File: config.mk
export PLATFORM = sky130hd
export DESIGN_NAME = fp_round_stage
export DESIGN_NICKNAME = d
export VERILOG_FILES = /design/src/rtl/fp_round_stage.sv
export SDC_FILE = /design/constraint.sdc
export NUM_CORES = 1
export LEC_CHECK = 0
export CAP_MARGIN = 20
export CORE_AREA = 2 2 115 117
export CTS_CLUSTER_DIAMETER = 150
export DETAILED_ROUTE_END_ITERATION = 16
export DIE_AREA = 0 0 117 119
export MAX_ROUTING_LAYER = met4
export SLEW_MARGIN = 20
export SYNTH_ARGS = -nofsm -noshare
export SYNTH_HDL_FRONTEND = slang
export SYNTH_SLANG_ARGS = --single-unit
export TNS_END_PERCENT = 30
File: constraint.sdc
create_clock -name clk_i -period 4.2 [get_ports clk_i]
set_input_delay 1.05 -clock clk_i [delete_from_list [all_inputs] [get_ports clk_i]]
set_output_delay 1.05 -clock clk_i [all_outputs]
set_load 0.02 [all_outputs]
File: src/rtl/fp_round_stage.sv
`default_nettype none
// =============================================================================
// Module   : fp_round_stage
// Purpose  : Two-stage valid/ready IEEE-754 rounding and saturation stage that
//            turns an unrounded arithmetic result into a final encoding + fflags.
// Options  : FP_ROUND_FLAGS_ACC_EN adds flags_clr_i / flags_acc_o (sticky fflags).
// Revision : 1.0 - initial release
// =============================================================================

package fp_round_pkg;

    typedef enum logic [1:0] {
        FP32 = 2'd0,
        FP64 = 2'd1,
        FP16 = 2'd2,
        BF16 = 2'd3
    } fp_format_e;

    typedef enum logic [2:0] {
        RNE = 3'd0,
        RTZ = 3'd1,
        RDN = 3'd2,
        RUP = 3'd3,
        RMM = 3'd4
    } roundmode_e;

    function automatic int unsigned fp_width(input fp_format_e fmt);
        case (fmt)
            FP64:    return 64;
            FP16:    return 16;
            BF16:    return 16;
            default: return 32;
        endcase
    endfunction

    function automatic int unsigned exp_bits(input fp_format_e fmt);
        case (fmt)
            FP64:    return 11;
            FP16:    return 5;
            BF16:    return 8;
            default: return 8;
        endcase
    endfunction

    function automatic int unsigned man_bits(input fp_format_e fmt);
        case (fmt)
            FP64:    return 52;
            FP16:    return 10;
            BF16:    return 7;
            default: return 23;
        endcase
    endfunction

endpackage

module fp_round_stage
    import fp_round_pkg::*;
#(
    parameter fp_format_e FP_FORMAT = FP32,
    localparam int unsigned FP_WIDTH   = fp_width(FP_FORMAT),
    localparam int unsigned EXP_WIDTH  = exp_bits(FP_FORMAT),
    localparam int unsigned MANT_WIDTH = man_bits(FP_FORMAT),
    localparam int unsigned URES_WIDTH = FP_WIDTH + 6
) (
    input  logic                  clk_i,
    input  logic                  rst_ni,
    input  logic                  valid_i,
    output logic                  ready_o,
    input  logic [URES_WIDTH-1:0] urnd_result_i,
    input  logic [2:0]            rnd_i,
    output logic                  valid_o,
    input  logic                  ready_i,
    output logic [FP_WIDTH-1:0]   result_o,
`ifdef FP_ROUND_FLAGS_ACC_EN
    input  logic                  flags_clr_i,
    output logic [4:0]            flags_acc_o,
`endif
    output logic [4:0]            fflags_o
);

    // Bit layout of the flat urnd_result_i bus, MSB first.
    typedef struct packed {
        logic [FP_WIDTH-1:0] u_result;
        logic [1:0]          rs;
        logic                round_en;
        logic                invalid;
        logic [1:0]          exp_cout;
    } uround_res_t;

    localparam int unsigned EM_WIDTH = EXP_WIDTH + MANT_WIDTH;
    localparam logic [EXP_WIDTH-1:0] C_EXP_ONES = '1;
    localparam logic [EM_WIDTH-1:0]  C_INF_EM   = {C_EXP_ONES, {MANT_WIDTH{1'b0}}};
    localparam logic [EM_WIDTH-1:0]  C_MAX_EM   = {{(EXP_WIDTH-1){1'b1}}, 1'b0, {MANT_WIDTH{1'b1}}};

    logic                r_s1_v;
    uround_res_t         r_s1_res;
    roundmode_e          r_s1_rnd;
    logic                r_s2_v;
    logic [FP_WIDTH-1:0] r_result;
    logic [4:0]          r_fflags;

    logic                w_s2_ready;
    logic                w_s1_adv;
    logic                w_s1_load;
    logic                w_sign;
    logic                w_rnd_up;
    logic                w_sat_inf;
    logic                w_inc;
    logic [EM_WIDTH:0]   w_sum;
    logic                w_uf_wrap;
    logic                w_of;
    logic                w_nx;
    logic                w_uf;
    logic [FP_WIDTH-1:0] w_res;
    logic [4:0]          w_flags;

    // Handshake: ready_o sees ready_i through a single level only.
    assign w_s2_ready = ~r_s2_v | ready_i;
    assign w_s1_adv   = r_s1_v & w_s2_ready;
    assign ready_o    = ~r_s1_v | w_s2_ready;
    assign w_s1_load  = valid_i & ready_o;

    always_ff @(posedge clk_i or negedge rst_ni) begin
        if (!rst_ni) begin
            r_s1_v   <= 1'b0;
            r_s1_res <= '0;
            r_s1_rnd <= RNE;
        end else begin
            if (ready_o) begin
                r_s1_v <= valid_i;
            end
            if (w_s1_load) begin
                r_s1_res <= uround_res_t'(urnd_result_i);
                r_s1_rnd <= roundmode_e'(rnd_i);
            end
        end
    end

    always_comb begin
        w_sign    = r_s1_res.u_result[FP_WIDTH-1];
        w_rnd_up  = 1'b0;
        w_sat_inf = 1'b1;
        case (r_s1_rnd)
            RNE: begin
                w_rnd_up  = r_s1_res.rs[1] & (r_s1_res.rs[0] | r_s1_res.u_result[0]);
                w_sat_inf = 1'b1;
            end
            RTZ: begin
                w_rnd_up  = 1'b0;
                w_sat_inf = 1'b0;
            end
            RDN: begin
                w_rnd_up  = w_sign & (|r_s1_res.rs);
                w_sat_inf = w_sign;
            end
            RUP: begin
                w_rnd_up  = ~w_sign & (|r_s1_res.rs);
                w_sat_inf = ~w_sign;
            end
            RMM: begin
                w_rnd_up  = r_s1_res.rs[1];
                w_sat_inf = 1'b1;
            end
            default: begin
                w_rnd_up  = 1'b0;
                w_sat_inf = 1'b1;
            end
        endcase
    end

    // Exponent and mantissa are incremented as one field so a mantissa carry bumps the exponent.
    always_comb begin
        w_inc     = r_s1_res.round_en & w_rnd_up;
        w_sum     = {1'b0, r_s1_res.u_result[EM_WIDTH-1:0]} + {{EM_WIDTH{1'b0}}, w_inc};
        w_uf_wrap = r_s1_res.round_en & (r_s1_res.exp_cout == 2'b11);
        w_of      = r_s1_res.round_en & ~w_uf_wrap
                  & ((r_s1_res.exp_cout == 2'b01) | w_sum[EM_WIDTH]
                     | (w_sum[EM_WIDTH-1 -: EXP_WIDTH] == C_EXP_ONES));

        if (!r_s1_res.round_en) begin
            w_res = r_s1_res.u_result;
        end else if (w_uf_wrap) begin
            w_res = {w_sign, {EM_WIDTH{1'b0}}};
        end else if (w_of) begin
            w_res = {w_sign, (w_sat_inf ? C_INF_EM : C_MAX_EM)};
        end else begin
            w_res = {w_sign, w_sum[EM_WIDTH-1:0]};
        end

        w_nx    = (r_s1_res.round_en & (|r_s1_res.rs)) | w_of | w_uf_wrap;
        w_uf    = w_nx & (w_res[FP_WIDTH-2 -: EXP_WIDTH] == '0);
        w_flags = {r_s1_res.invalid, 1'b0, w_of, w_uf, w_nx};
    end

    always_ff @(posedge clk_i or negedge rst_ni) begin
        if (!rst_ni) begin
            r_s2_v   <= 1'b0;
            r_result <= '0;
            r_fflags <= '0;
        end else begin
            if (w_s2_ready) begin
                r_s2_v <= r_s1_v;
            end
            if (w_s1_adv) begin
                r_result <= w_res;
                r_fflags <= w_flags;
            end
        end
    end

    assign valid_o  = r_s2_v;
    assign result_o = r_result;
    assign fflags_o = r_fflags;

`ifdef FP_ROUND_FLAGS_ACC_EN
    logic [4:0] r_flags_acc;

    always_ff @(posedge clk_i or negedge rst_ni) begin
        if (!rst_ni) begin
            r_flags_acc <= '0;
        end else if (flags_clr_i) begin
            r_flags_acc <= '0;
        end else if (r_s2_v & ready_i) begin
            r_flags_acc <= r_flags_acc | r_fflags;
        end
    end

    assign flags_acc_o = r_flags_acc;
`endif

endmodule

`default_nettype wire
=== Word-level counts from Yosys, hierarchy flattened ===
Cells that the tools add are included.

* Add/sub/neg operators: 1
* $mul: 0
* Divide/modulo/power cells: 0
* $lt $le $gt $ge: 0
* Equal/unequal tests: 7
* Shifts and indexed selects: 0
* Multiplexer cells: 6
* Bitwise logic cells: 22
* Reduce and logical (&&, ||, !) cells: 3

{| class="wikitable"
|+ Operators by type and width
! operator !! number
|-
| $mux 31 || 3
|-
| $add 31x1->32 || 1
|-
| $mux 24 || 1
|-
| $and 1x1->1 || 11
|-
| $eq 8x8->1 const B || 1
|-
| $logic_not 8->1 || 1
|-
| $or 1x1->1 || 7
|-
| $eq 3x2->1 const B || 2
|-
| $not 1->1 || 4
|-
| $pmux 1 s4 || 1
|-
| $eq 3x1->1 const B || 1
|-
| $eq 3x3->1 const B || 1
|-
| $logic_not 3->1 || 1
|-
| $pmux 1 s3 || 1
|-
| $eq 2x1->1 const B || 1
|-
| $eq 2x2->1 const B || 1
|-
| $reduce_or 2->1 || 1
|}

* Flip-flop bits (word level): 79
* Latch bits: 0
* RAM bits: 0
* Bits in read-only memories: 0
* Bits of input ports: 45
* Output and inout bits: 39
* Word-level logic and storage cells: 49
* Memories kept: 0

=== Logic depth before layout (Yosys ltp) ===
* Depth after elaboration: 13
* Gate-level depth with buffers: 15

=== Worst setup path after synthesis ===
No wires, ideal clock.

* Kind: reg2reg
* From: reg r_s1_rnd[0]
* To: reg r_result[19], in the netlist result_o[19]
* Setup time: 0.138 ns
* Data arrival time: 2.851 ns
* Required time: 4.062 ns
* Path slack: 1.210 ns
* Stages on the path, launching flop included: 16
* Cell sequence: dfrtp_1 > xnor2_1 > nor4b_1 > nor2_1 > nor2_1 > ha_1 > ha_1 > nand3_1 > nor2_1 > nand4_1 > or4_1 > o2111ai_1 > a31oi_4 > buf_4 > a31oi_1 > a31oi_1

* Longest elaborated chain between the ends: 10
* Elaborated cells between the ends (all ways): 17
* Classes of those cells: 1 x add/sub; 5 x eq/ne; 6 x mux; 4 x bitwise; 1 x reduce/logical

{| class="wikitable"
|+ Ends and longest elaborated chain
! what !! line !! text
|-
| start: declaration || 97 || <nowiki>roundmode_e r_s1_rnd;</nowiki>
|-
| start signal: assignment || 134 || <nowiki>r_s1_rnd <= roundmode_e'(rnd_i);</nowiki>
|-
| $eq 3x3->1 (tied with other cells) || 143 || <nowiki>case (r_s1_rnd)</nowiki>
|-
| $pmux 1 s4 || 143 ||
|-
| $and 1x1->1 || 173 || <nowiki>w_inc = r_s1_res.round_en & w_rnd_up;</nowiki>
|-
| $add 31x1->32 || 174 || <nowiki>w_sum = {1'b0, r_s1_res.u_result[EM_WIDTH-1:0]} + {{EM_WIDTH{1'b0}}, w_inc};</nowiki>
|-
| $eq 8x8->1 or $or 1x1->1 (tied branches) || 178, 177 ||
|-
| $or 1x1->1 || 178 || <nowiki>| (w_sum[EM_WIDTH-1 -: EXP_WIDTH] == C_EXP_ONES));</nowiki>
|-
| $and 1x1->1 || 177 || <nowiki>& ((r_s1_res.exp_cout == 2'b01) | w_sum[EM_WIDTH]</nowiki>
|-
| $mux 31 (*) || 184 || <nowiki>end else if (w_of) begin</nowiki>
|-
| $mux 31 (*) || 182 || <nowiki>end else if (w_uf_wrap) begin</nowiki>
|-
| $mux 31 (*) || 180 || <nowiki>if (!r_s1_res.round_en) begin</nowiki>
|-
| end signal: assignment || 205 || <nowiki>r_result <= w_res;</nowiki>
|-
| end: declaration || 99 || <nowiki>logic [FP_WIDTH-1:0] r_result;</nowiki>
|}

Every way passes the cells marked *; elsewhere a longest branch is shown, timed or not.
A chain may end at the register's enable or synchronous reset.

=== Final worst setup path ===
* From: reg r_s1_res[37] (netlist name)
* To: reg r_result[23], in the netlist result_o[23]

* Longest elaborated chain between the ends: 11
* Elaborated cells between the ends (all ways): 15
* Classes of those cells: 1 x add/sub; 1 x eq/ne; 6 x mux; 7 x bitwise

{| class="wikitable"
|+ Ends and longest elaborated chain
! what !! line !! text
|-
| start: declaration || 96 || <nowiki>uround_res_t r_s1_res;</nowiki>
|-
| start signal: assignment || 133 || <nowiki>r_s1_res <= uround_res_t'(urnd_result_i);</nowiki>
|-
| $not 1->1 || 157, 158 ||
|-
| $and 1x1->1 || 157 || <nowiki>w_rnd_up = ~w_sign & (|r_s1_res.rs);</nowiki>
|-
| $pmux 1 s4 || 143 ||
|-
| $and 1x1->1 || 173 ||
|-
| $add 31x1->32 || 174 ||
|-
| $eq 8x8->1 or $or 1x1->1 (tied branches) || 178, 177 ||
|-
| $or 1x1->1 || 178 ||
|-
| $and 1x1->1 || 177 ||
|-
| $mux 31 (*) || 184 ||
|-
| $mux 31 (*) || 182 ||
|-
| $mux 31 (*) || 180 ||
|}

Marks and branches as above.

==> summary.md <==
| Metric | Value |
|---|---|
| Remaining antenna violation count | 0 |
| GRT met1 Usage | 0.2719 |
| Top delay family on crit path | simple AND/OR/NAND/NOR gates |
| Status | finished, final reports clean |
| Antenna Cells | 0 |
| Clk buf depth | 2 |
| Slew margin rel. | 0.4915 |
| Initial antenna violation count | 0 |
| Crit-path cells | xnor2_1 -> nor4b_1 -> nor2_1 -> nor2_1 -> ha_1 -> ha_1 -> nand3_1 -> nor2_1 -> nand4_1 -> or4_1 -> o2111a_2 -> nor2_2 -> o22ai_1 -> o31a_1 |
| Core area | 12870 um^2 |
| Final WL | 12.01 mm |
| Site row count | 42 |
| Area growth syn-to-layout | 30.83% |
| Total GRT Usage | 0.1861 |
| CTS tree | built |
| Starting density of the core | 0.3366 |
| Cell count after synthesis | 454 |
| DRT iter0 DRCs | 391 |
| Final #Nets | 581 |
| Synth area leaders | dfrtp_1, mux2_2, nor2_1, a21oi_1, nand2_1 |
| Fin area | 5670 um^2 |
| Maximum vdd drop | 0.1533 mV |
| Drc violations | 0 |
| Worst Hold Class | flip-flop to flip-flop |
| Share of post-route cells with drive strength above 1 | 0.1558 |
| DR vias/cell | 5.348 |
| Async SR Flop Fraction | 1.000 |
| Fin util | 0.4404 |
| Max_cap viols | 0 |
| Distinct cells, synth | 60 |
| Placed Area | 5339 um^2 |
| Part of the Yosys area used for sequential elements | 0.4561 |
| Die width | 117 um |
| CP Launch Type | flip-flop |
| Total CTS buffers | 9 |
| Die Ht | 119 um |
| Fmax | 271.6 MHz |
| GPL Wtd Cong | 0.9261 |
| Clock transition at path regs | 0.06 ns |
| Top FF cell, synth | dfrtp_1 |
| Critical path endpoint category | flip-flop |
| Met2 usage | 0.2576 |
| Clk Latency, worst-skew pair | 0.34 ns |
| Most used cell, CP | nor2_1 |
| H-tree depth | 3 |
| Tmin final | 3.682 ns |
| Hold_buf cts | 0 |
| Largest net degree at the start of global routing | 80 |
| Full die area | 13920 um^2 |
| Synth top cells by count | dfrtp_1, nor2_1, mux2_2 |
| Critical Path Slowest Stage Cell | or4_1 |
| Setup Skew | 0.005799 ns |
| Average wire per standard cell | 16.80 um |
| RSZ-0062 raised after global routing | false |
| Fin Setup TNS | 0 ns |
| Post-CTS Setup Bufs | 0 |
| Global route total overflow | 0 |
| HPWL after DPL | 8.869 mm |
| Worst Setup Path Type | flip-flop to flip-flop |
| P_leak | 2.228 nW |
| Worst reg2reg path depth | 14 |
| Final hold viol count | 0 |
| Post-CTS Resized | 0 |
| Area share of the largest cell type after synthesis | 0.4561 |
| Yosys top cell by area | dfrtp_1 |
| Count leader, synth | dfrtp_1 |
| #FFs+latches synth | 79 |
| Grt met3 use | 0.04122 |
| Slew at the pin closest to its max-slew limit | 0.7609 ns |
| Final setup fails | 0 |
| EDFF count, synth | 0 |
| Netlist Area Pre-Place | 4334 um^2 |
| CP required | 4.42 ns |
| Detailed Routing Iterations Pass 1 | 7 |
| WP data arrival | 3.90 ns |
| Max incr delay on CP | 0.47 ns |
| Synthesis Warnings | 0 |
| Net Count, Synth | 501 |
| First-pass GRT wire length | 19.69 mm |
| CP max FO | 6 |
| Pwr/cell area | 480.6 nW/um^2 |
| Io pins | 84 |
| Number of buffers and inverters on the critical path | 0 |
| Busiest grt layer | met1 |
| Max-slew violation count | 0 |
| Port-buffer cells | 82 |
| DR vias | 3824 |
| Critical path depth in cells | 14 |
| Hold Crit Depth | 2 |
| Vias in the first global route | 3718 |
| Clock sinks | 79 |
| Root buf cell | clkbuf_16 |
| Period Utilization, post-route | 0.8767 |
| Avg Inst Size Synth | 9.547 um^2 |
[report_power, final]
| group | switching (mW) | internal (mW) | leakage (nW) | total (mW) |
|---|---|---|---|---|
| Clock | 0.307 | 0.528 | 0.162 | 0.835 |
| Sequential | 0.162 | 0.910 | 0.920 | 1.07 |
| Combinational | 0.429 | 0.389 | 1.15 | 0.818 |
| Total | 0.898 | 1.83 | 2.23 | 2.73 |
[state kept, by name (all words and copies together) (netlist names)]
| register | flops |
|---|---|
| r_s1_v | 1 |
| valid_o | 1 |
| result_o | 32 |
| fflags_o | 4 |
| r_s1_rnd | 3 |
| r_s1_res | 38 |
[worst paths after layout]
path / startpoint / endpoint / slack, ns
max reg2reg: r_s1_res[37]$_DFFE_PN0P_ / result_o[23]$_DFFE_PN0P_ / 0.52
min: result_o[24]$_DFFE_PN0P_ / result_o[24]$_DFFE_PN0P_ / 0.47
min in group asynchronous: rst_ni / result_o[14]$_DFFE_PN0P_ / 0.72
min reg2reg: result_o[24]$_DFFE_PN0P_ / result_o[24]$_DFFE_PN0P_ / 0.47
max: r_s1_res[37]$_DFFE_PN0P_ / result_o[23]$_DFFE_PN0P_ / 0.52
max in group asynchronous: rst_ni / r_s1_res[1]$_DFFE_PN0P_ / 2.97
[worst min-delay path, stage by stage, from the launching register on]
cell     delay (ns)
dfrtp_1        0.34
nand2_1        0.05
nand2_1        0.05
[cell type report]
type / count / area (um^2)
clock buffer: 13 / 280.3
inverter: 6 / 22.52
sequential: 79 / 1977
tap: 176 / 220.2
fill: 1239 / 7204
clock inverter: 3 / 47.55
multi-input combinational: 345 / 2218
timing repair buffer: 93 / 904.6
[placed cells by master (no fill, tap or decap), types with 3 or more instances in the layout]
cell type / synthesis / final
nor2_1: 48 / 48
and3_1: 8 / 8
o2111ai_1: 3 / 3
inv_1: 6 / 6
nand2b_1: 5 / 5
nand3_1: 23 / 23
o21ai_1: 9 / 9
a21oi_1: 31 / 31
or4_1: 3 / 3
and2_1: 3 / 3
xnor2_1: 10 / 10
nor2b_1: 5 / 5
or2_2: 3 / 3
o211ai_1: 4 / 4
clkbuf_8: 0 / 4
nor4b_1: 3 / 3
a21o_1: 5 / 5
and4_1: 6 / 6
nand2_1: 40 / 40
o21ai_0: 25 / 25
a31oi_1: 17 / 17
clkbuf_16: 0 / 9
clkdlybuf4s50_1: 0 / 81
buf_4: 2 / 11
dfrtp_1: 79 / 79
nand4_1: 8 / 8
o31ai_1: 3 / 3
mux2_2: 41 / 41
nor3_1: 5 / 5
[layer usage]
metal / share of wire / wire [um]
met1: 0.48 / 5810
met2: 0.45 / 5423
met3: 0.052 / 621
met4: 0.013 / 155
met5: 0 / 0
[metrics by stage]
| step | total power, mW | cells | worst slack [ns] | hold slack, ns |
|---|---|---|---|---|
| finish | 2.725 | 715 | 0.5178 | 0.4711 |
| global route | 2.862 | 715 | 0.1920 | 0.5150 |
| CTS | 2.740 | 715 | 0.5908 | 0.4696 |
| detailed placement | 1.899 | 699 | 0.6107 | 0.4557 |
| global placement | 1.889 | 699 | 0.6571 | 0.4486 |
| floorplan | 1.520 | 454 | 1.210 | 0.4331 |
[cells by family after synthesis]
family	count (synthesis)	synth area share
buffers and inverters	30	0.03204
and+or+nand+nor	172	0.2053
xor gates and xnor gates	12	0.02425
DFF	79	0.4561
other	1	0.0008652
AOI/OAI and AO/OA	117	0.1692
muxes	41	0.1065
adders and majority gates	2	0.005773
Note: power is estimated with default switching activity, not from simulation.
